<file path="config.mk">
export PLATFORM = sky130hd
export DESIGN_NAME = xadc_drp_scanner
export DESIGN_NICKNAME = d
export VERILOG_FILES = /design/src/rtl/xadc_pkg.sv /design/src/rtl/xadc_drp_scanner.sv
export SDC_FILE = /design/constraint.sdc
export NUM_CORES = 1
export LEC_CHECK = 0
export CORE_AREA = 2 2 98 100
export CTS_BUF_LIST = sky130_fd_sc_hd__clkbuf_8
export CTS_CLUSTER_SIZE = 10
export DETAILED_ROUTE_END_ITERATION = 6
export DIE_AREA = 0 0 100 102
export DONT_BUFFER_PORTS = 1
export GPL_ROUTABILITY_DRIVEN = 0
export GPL_TIMING_DRIVEN = 0
export PLACE_DENSITY = 0.45
export SLEW_MARGIN = 10
export SYNTH_ARGS = -nofsm -noshare
export SYNTH_HDL_FRONTEND = slang
export SYNTH_SLANG_ARGS = --single-unit
</file>
<file path="constraint.sdc">
create_clock -name clk -period 2.3 [get_ports clk]
set_input_delay 0.23 -clock clk [delete_from_list [all_inputs] [get_ports clk]]
set_output_delay 0.23 -clock clk [all_outputs]
set_load 0.005 [all_outputs]
</file>
<file path="src/rtl/xadc_pkg.sv">
// Shared constants and FSM encoding for the XADC DRP round-robin scanner.
package xadc_pkg;

    localparam int unsigned NUM_CH   = 4;
    localparam int unsigned SAMPLE_W = 12;

    localparam logic [6:0] DEF_ADDR0 = 7'h1E;
    localparam logic [6:0] DEF_ADDR1 = 7'h17;
    localparam logic [6:0] DEF_ADDR2 = 7'h1F;
    localparam logic [6:0] DEF_ADDR3 = 7'h16;

    typedef enum logic {
        StIdle    = 1'b0,
        StWaitRdy = 1'b1
    } state_t;

endpackage

</file>
<file path="src/rtl/xadc_drp_scanner.sv">
// Issues one DRP read per XADC end-of-conversion, rotating through four channel
// slots, and keeps the latest 12-bit result of each slot.
module xadc_drp_scanner
    import xadc_pkg::*;
#(
    parameter int unsigned TIMEOUT_CYCLES = 255,
    parameter logic [6:0]  ADDR0          = DEF_ADDR0,
    parameter logic [6:0]  ADDR1          = DEF_ADDR1,
    parameter logic [6:0]  ADDR2          = DEF_ADDR2,
    parameter logic [6:0]  ADDR3          = DEF_ADDR3
) (
    input  logic                clk,
    input  logic                rst,
    input  logic                eoc_in,
    input  logic                drdy_in,
    input  logic [15:0]         do_in,
    output logic                den_out,
    output logic [6:0]          daddr_out,
    output logic                sample_valid,
    output logic [1:0]          sample_ch,
    output logic [SAMPLE_W-1:0] data0,
    output logic [SAMPLE_W-1:0] data1,
    output logic [SAMPLE_W-1:0] data2,
    output logic [SAMPLE_W-1:0] data3,
    output logic                timeout_err
);

    localparam int unsigned CNT_W_RAW = $clog2(TIMEOUT_CYCLES + 1);
    localparam int unsigned CNT_W     = (CNT_W_RAW < 1) ? 1 : CNT_W_RAW;
    localparam logic [CNT_W-1:0] CNT_MAX = CNT_W'(TIMEOUT_CYCLES);

    state_t              r_state;
    state_t              w_state_d;
    logic [1:0]          r_idx;
    logic [1:0]          w_idx_d;
    logic [CNT_W-1:0]    r_cnt;
    logic [CNT_W-1:0]    w_cnt_d;
    logic                r_den;
    logic                r_valid;
    logic [1:0]          r_ch;
    logic [6:0]          r_daddr;
    logic                r_terr;
    logic [SAMPLE_W-1:0] r_data [NUM_CH];

    logic w_start;
    logic w_capture;
    logic w_timeout;

    function automatic logic [6:0] addr_of(input logic [1:0] idx);
        case (idx)
            2'd0:    addr_of = ADDR0;
            2'd1:    addr_of = ADDR1;
            2'd2:    addr_of = ADDR2;
            default: addr_of = ADDR3;
        endcase
    endfunction

    always_ff @(posedge clk) begin
        if (rst) begin
            r_state <= StIdle;
        end else begin
            r_state <= w_state_d;
        end
    end

    // drdy_in takes priority over an expiring timeout on the same cycle.
    always_comb begin
        w_start   = (r_state == StIdle) && eoc_in;
        w_capture = (r_state == StWaitRdy) && drdy_in;
        w_timeout = (r_state == StWaitRdy) && !drdy_in && (r_cnt == CNT_MAX);
        w_state_d = r_state;
        case (r_state)
            StIdle:    if (w_start) w_state_d = StWaitRdy;
            StWaitRdy: if (w_capture || w_timeout) w_state_d = StIdle;
            default:   w_state_d = StIdle;
        endcase
    end

    always_comb begin
        w_idx_d = r_idx;
        w_cnt_d = r_cnt;
        if (w_capture || w_timeout) begin
            w_idx_d = r_idx + 2'd1;
        end
        if (w_start) begin
            w_cnt_d = '0;
        end else if (r_state == StWaitRdy && !w_capture && !w_timeout) begin
            w_cnt_d = r_cnt + 1'b1;
        end
    end

    always_ff @(posedge clk) begin
        if (rst) begin
            r_idx   <= 2'd0;
            r_cnt   <= '0;
            r_den   <= 1'b0;
            r_valid <= 1'b0;
            r_ch    <= 2'd0;
            r_daddr <= ADDR0;
            r_terr  <= 1'b0;
            for (int i = 0; i < NUM_CH; i++) begin
                r_data[i] <= '0;
            end
        end else begin
            r_idx   <= w_idx_d;
            r_cnt   <= w_cnt_d;
            r_den   <= w_start;
            r_valid <= w_capture;
            r_daddr <= addr_of(w_idx_d);
            if (w_capture) begin
                r_ch          <= r_idx;
                r_data[r_idx] <= do_in[15:4];
            end
            if (w_timeout) begin
                r_terr <= 1'b1;
            end
        end
    end

    assign den_out      = r_den;
    assign daddr_out    = r_daddr;
    assign sample_valid = r_valid;
    assign sample_ch    = r_ch;
    assign timeout_err  = r_terr;
    assign data0        = r_data[0];
    assign data1        = r_data[1];
    assign data2        = r_data[2];
    assign data3        = r_data[3];

endmodule

</file>
==> impl_results.md, run 1 <==
- Drc violations: 0
- Post-Syn Area: 2660 um2
- Post-route ant nets: 0
- Power Density: 821 nW/um2
- Non-filler cells, final: 330
- RSZ-0062 raised after global routing: no
- Area contributors post-synth: edfxtp_1 54%, dfxtp_1 14%, and2_1 8.7%
- Final Hold Fails: 0
- Clock Sink Count: 66
- Main synth FF type: edfxtp_1
- Multi-input gate area: 793 um2
- Placed cells: 314
- Storage cell area: 1800 um2
- Sw Share: 20.7%
- Max-slew violation count: 0
- Initial Utilization: 29.2%
- Clk_skew: 0.0146 ns
- Die Area: 10200 um2
- Total wire length: 5580 um
- Die X: 100 um
- CTS tree: built
- Share of layout cells above drive strength 1: 17.4%
- Synthesis-to-layout area growth: 14.4%
- Critical Setup Path Class: flop to flop
- Leading area contributor after synthesis: edfxtp_1
- Clk pwr share: 42.1%
- Global-route wire length before repair: 8310 um
- Combinational power share: 3.8%
- Clock Latency Late Sink: 0.34 ns
- F_max: 0.507 GHz
- GRT Overall Usage: 11.3%
- Crit path launch type: flop
- Max-cap viol count: 0
- Initial DRC count: 41
- Hold Buf Count CTS: 0
- Root Buffer: clkbuf_8
- Min Tclk post-route: 1.97 ns
- Post-CTS Setup Bufs: 0
- P_sw: 0.517 mW
- Pleak: 1.21 nW
- Nets@finish: 235
- Post-synth cell types: 40
- Via density: 4.48
- GRT overflow: 0
- Slew margin rel.: 47.7%
- # H-tree levels: 3
- Reg2reg start: r_state
- Outcome: complete, no violations
- Filler cells: 903
- Core area: 9110 um2
- Post-synth EDFFs: 48
- Synth Instances: 200
- Largest net degree at the start of global routing: 13
- Ys async rst share: 0%
- TritonRoute pass-1 iters: 4
- Synth Register Bits: 66
- Initial antenna violation count: 0
- Seq pwr share: 54.0%
- CP Launch Point: r_state
- Vias: 1478
- Die Height: 102 um
- # setup viols final: 0
- CP endpoint kind: flop
- YS warnings: 0
- Routed wire per std cell: 16.9 um
- Register area share after synthesis: 67.8%
- Worst EP arrival: 1.98 ns
- Fin crit share: 85.7%
- Final core utilization: 33.4%
- Mean Syn Cell Area: 13.3 um2
- Min-Delay Path Class: input port to flop
- TritonCTS buffer count: 9
- Post-synth top area share: 54.2%
- # diodes: 0
- Slew @ Worst Pin: 0.785 ns
- Critical Path Fanout Max: 12
- Internal power: 1.98 mW
- FP Rows: 35
- Clk slew on worst S/H paths: 0.07 ns
- Io pins: 80
- Max Buffers Root-to-Sink: 2
- Detailed placer's ending HPWL: 3760 um
- Peak supply drop: 0.313 mV
- HP Start: drdy_in
- Worst EP required: 2.31 ns
- Number of global-route vias before repair: 1444
- Number of buffers added on ports: 0
## logic make-up after synthesis
group                      count (synthesis)  synth area share, %
other                                      2                0.282
muxes                                      4                 1.69
adders and majority gates                  1                0.471
AOI/OAI and AO/OA                         20                 5.22
buffers and inverters                     17                 3.53
and+or+nand+nor                           85                 19.4
DFF                                       66                 67.8
xor gates and xnor gates                   5                 1.65
## final cells by class
class                      count  area share [%]
clock inverter                 6            2.47
sequential                    66            59.3
multi-input combinational    120            26.1
tap                          111            4.57
inverter                       4           0.494
buffer                        13            2.59
clock buffer                  10            4.53
## metrics by stage
| stage | setup slack [ns] | total power [mW] | cell area [um2] | hold WS (ns) | setup TNS (ns) |
|---|---|---|---|---|---|
| after detailed placement | 0.0649 | 1.48 | 2830 | 0.414 | 0 |
| after global routing | 0.118 | 2.59 | 3040 | 0.0554 | 0 |
| after global placement | -0.654 | 1.47 | 2810 | 0.402 | -7.84 |
| after floorplan | 0.298 | 1.43 | 2670 | 0.391 | 0 |
| final | 0.328 | 2.50 | 3040 | 0.0625 | 0 |
| after CTS | 0.0391 | 2.53 | 3040 | 0.0462 | 0 |
## flip-flops by register name, summed over array words and instances (netlist names)
name,cells
r_data,48
r_cnt,8
daddr_out,2
r_idx,2
sample_ch,2
den_out,1
r_state,1
sample_valid,1
timeout_err,1
## repair_timing
item / 4_1_cts / 5_1_grt
resized for setup: 0 / 1
setup endpoints to repair: 0 / 12
endpoints found under the hold margin: 0 / 0
## layout by cell type, fill, tap and decap left out, types with 2 or more instances in the layout
cell       Yosys  routed
edfxtp_1      48      48
and2_1        37      37
dfxtp_1       18      18
and3_1        13      13
nor2_1        10      10
clkbuf_8       0      10
nand2_1        8       8
a21oi_1        7       7
buf_4          6       6
buf_2          6       6
inv_1          2       5
conb_1         2       5
xor2_1         4       4
nand3_1        3       3
mux2i_1        3       3
nor2b_1        2       2
inv_2          2       2
o21ai_2        1       2
nor4_2         2       2
o2111ai_1      2       2
o21ai_0        2       2
or3_1          2       2
o211ai_1       2       2
bufinv_16      0       2
## cell usage after synthesis (all sizes together), types with 2 or more instances
cell,instances
nor2,11
o21ai,4
nand3,3
and3,13
edfxtp,48
a21oi,7
nor4,2
nand2,9
mux2i,3
nor2b,2
inv,4
buf,12
o211ai,3
dfxtp,18
or3,2
o2111ai,2
xor2,4
conb,2
and2,37
nand4,2
## worst max-delay path, stage by stage (launching register included)
cell and delay [ns]:
dfxtp_1 0.31, buf_4 0.15, nand2_1 0.24, nor2_2 0.32
buf_2 0.27, a21o_2 0.34
## power groups by stage
stage,logic [mW],registers [mW],clock network (mW)
2_1_floorplan,0.0688,1.37,0
3_3_place_gp,0.0947,1.38,0
3_5_place_dp,0.0986,1.38,0
4_1_cts,0.0990,1.35,1.08
5_1_grt,0.107,1.35,1.13
6_report,0.0955,1.35,1.05
## metal layers
layer	track usage (%)	routed length, um
met1	13.7	2490
met2	17.5	2550
met3	5.13	449
met4	5.06	85
met5	0	0
## final timing paths
check,endpoint,slack (ns),depth (start not counted)
worst max-delay path,r_data[1][7],0.33,5
worst min-delay path,sample_ch[1],0.06,2
worst max register to register,r_data[1][7],0.33,5
worst min register to register,sample_ch[0],0.48,2
Power figures use the tool's default switching activity.
==> run 2: changes to the inputs <==
Settings changed: CORE_AREA 2 2 98 100 to 2 2 68 70, DIE_AREA 0 0 100 102 to 0 0 70 72, PLACE_DENSITY 0.45 to 0.8.
==> run 2 against run 1 <==
Routed wire length decreased by 9.1%. Sequential power about the same. Largest cell class unchanged. Fmax decreased by 4.8%. Clock skew decreased by 0.0066 ns. Critical path type unchanged. Total power decreased by 5.0%. Largest power group unchanged. Sequential share of layout area increased by 1.9 points. Global-route usage increased by 10 points. Via count increased by 5.1%. Highest routed layer unchanged. Critical path depth decreased by 2.
==> impl_results.md, run 2 (synthesis results as in run 1) <==
- Outcome: complete, no violations (unchanged)
- Commonest non-fill, non-tap cells in the layout: 48 x edfxtp_1, 37 x and2_1, 18 x dfxtp_1, 13 x and3_1 (unchanged)
- CP endpoint kind: flop (unchanged)
- Top Registers: r_data: 48 flops, r_cnt: 8 flops (unchanged)
- Die Area: 5040 um2 (was 10200 um2)
- Clk pwr share: 39.2% (was 42.1%)
- TritonCTS buffer count: 9 (unchanged)
- Slew margin rel.: 17.1% (was 47.7%)
- Most flops, register: r_data (unchanged)
- Final worst setup slack: 0.229 ns (was 0.328 ns)
- Clk_skew: 0.00797 ns (was 0.0146 ns)
- Clock Latency Late Sink: 0.33 ns (was 0.34 ns)
- Initial DRC count: 117 (was 41)
- Number of buffers added on ports: 0 (unchanged)
- Critical Path Fanout Max: 12 (unchanged)
- FF-to-FF End: r_data[3][4] (was r_data[1][7])
- Top Metal Used: met4 (unchanged)
- Hold Slack: 0.0610 ns (was 0.0625 ns)
- FF-to-FF setup slack: 0.23 ns (was 0.33 ns)
- Initial Utilization: 62.4% (was 29.2%)
- Routed wl met2: 2530 um (was 2550 um)
- Nets@finish: 236 (was 235)
- Post-cts repair resize count: 0 (unchanged)
- Placed cells: 256 (was 314)
- Non-filler cells, final: 272 (was 330)
- GRT Overall Usage: 21.5% (was 11.3%)
- Io pins: 80 (unchanged)
- Min-Delay Path Class: input port to flop (unchanged)
- Total design power: 2.37 mW (was 2.50 mW)
- Commonest non-fill, non-tap cell in the layout: edfxtp_1 (unchanged)
- Slew @ Worst Pin: 1.23 ns (was 0.785 ns)
- Core area: 4260 um2 (was 9110 um2)
- WL met1: 2030 um (was 2490 um)
- RSZ-0062 raised after global routing: no (unchanged)
- Initial antenna violation count: 0 (unchanged)
- Final Hold Fails: 0 (unchanged)
- Hold endpoint: sample_ch[1] (unchanged)
- Via density: 5.71 (was 4.48)
- Max-slew violation count: 0 (unchanged)
- Combinational power share: 3.9% (was 3.8%)
- Die Height: 72 um (was 102 um)
- Worst EP arrival: 2.01 ns (was 1.98 ns)
- Post-route ant nets: 0 (unchanged)
- HP Start: drdy_in (unchanged)
- # setup viols final: 0 (unchanged)
- Sw Share: 20.9% (was 20.7%)
- Wire length on met3: 375 um (was 449 um)
- Post-CTS Setup Bufs: 0 (unchanged)
- Power Density: 805 nW/um2 (was 821 nW/um2)
- Root Buffer: clkbuf_8 (unchanged)
- Reg2reg start: r_state (unchanged)
- Worst slack at placement: 0.239 ns (was 0.0649 ns)
- Synthesis-to-layout area growth: 10.8% (was 14.4%)
- Peak supply drop: 0.515 mV (was 0.313 mV)
- Total wire length: 5070 um (was 5580 um)
- Detailed placer's ending HPWL: 3690 um (was 3760 um)
- Seq pwr share: 56.9% (was 54.0%)
- Critical Setup Path Class: flop to flop (unchanged)
- CTS tree: built (unchanged)
- Fin crit share: 90.0% (was 85.7%)
- Pleak: 1.20 nW (was 1.21 nW)
- Die X: 70 um (was 100 um)
- R2R depth: 3 (was 5)
- Max reg flops: 48 (unchanged)
- GRT overflow: 0 (unchanged)
- # diodes: 0 (unchanged)
- Clk slew on worst S/H paths: 0.07 ns (about the same)
- Number of global-route vias before repair: 1537 (was 1444)
- Internal power: 1.87 mW (was 1.98 mW)
- FP Rows: 24 (was 35)
- Final core utilization: 69.1% (was 33.4%)
- # H-tree levels: 3 (unchanged)
- Global-route wire length before repair: 8020 um (was 8310 um)
- Max-cap viol count: 0 (unchanged)
- Crit path launch type: flop (unchanged)
- Routed wire per std cell: 18.6 um (was 16.9 um)
- Largest net degree at the start of global routing: 13 (unchanged)
- Min Tclk post-route: 2.07 ns (was 1.97 ns)
- Clock Sink Count: 66 (unchanged)
- P_sw: 0.497 mW (was 0.517 mW)
- TritonRoute pass-1 iters: 4 (unchanged)
- Worst EP required: 2.24 ns (was 2.31 ns)
- WHS Path Cells: 2 (unchanged)
- Vias: 1553 (was 1478)
- Hold Buf Count CTS: 0 (unchanged)
- Share of layout cells above drive strength 1: 18.2% (was 17.4%)
- Max Buffers Root-to-Sink: 2 (unchanged)
- Drc violations: 0 (unchanged)
- F_max: 0.483 GHz (was 0.507 GHz)
==> run 2: area by class of cell <==
cell class / count / area, um2
buffer: 13 / 78.8
sequential: 66 / 1800
multi-input combinational: 120 / 779
clock inverter: 6 / 56.3
fill: 311 / 1320
inverter: 4 / 15.0
tap: 52 / 65.1
timing repair buffer: 1 / 11.3
clock buffer: 10 / 138
==> run 2: power groups by stage <==
stage | clock network [mW] | registers, mW | logic [mW]
final | 0.929 | 1.35 | 0.0933
after global routing | 0.996 | 1.35 | 0.104
after CTS | 0.940 | 1.35 | 0.0940
after detailed placement | 0 | 1.38 | 0.0937
after global placement | 0 | 1.37 | 0.0856
after floorplan | 0 | 1.37 | 0.0688
==> run 2: worst max-delay path by stage <==
stage | end | startpoint
finish | r_data[3][4] | r_state
global route | r_data[3][4] | r_state
CTS | r_data[3][4] | r_state
detailed placement | r_data[3][6] | r_state
global placement | r_data[0][8] | r_state
floorplan | r_data[0][0] | r_state
==> run 2: critical path: stages, from the launching register on <==
cell and delay (ns):
dfxtp_1 0.31, buf_4 0.16, nand2_1 0.20, o21ai_1 1.02
==> run 2: layer usage <==
layer,up-vias,global-route usage [%]
met4,0,9.83
met5,-,0
met3,12,9.03
met1,741,25.2
met2,68,35.0
li1,732,-
==> run 2: per-stage QoR <==
step / area (um2) / setup TNS, ns
2_1_floorplan: 2670 / 0
5_1_grt: 2950 / 0
3_5_place_dp: 2750 / 0
4_1_cts: 2950 / 0
6_report: 2950 / 0
3_3_place_gp: 2740 / -3.95
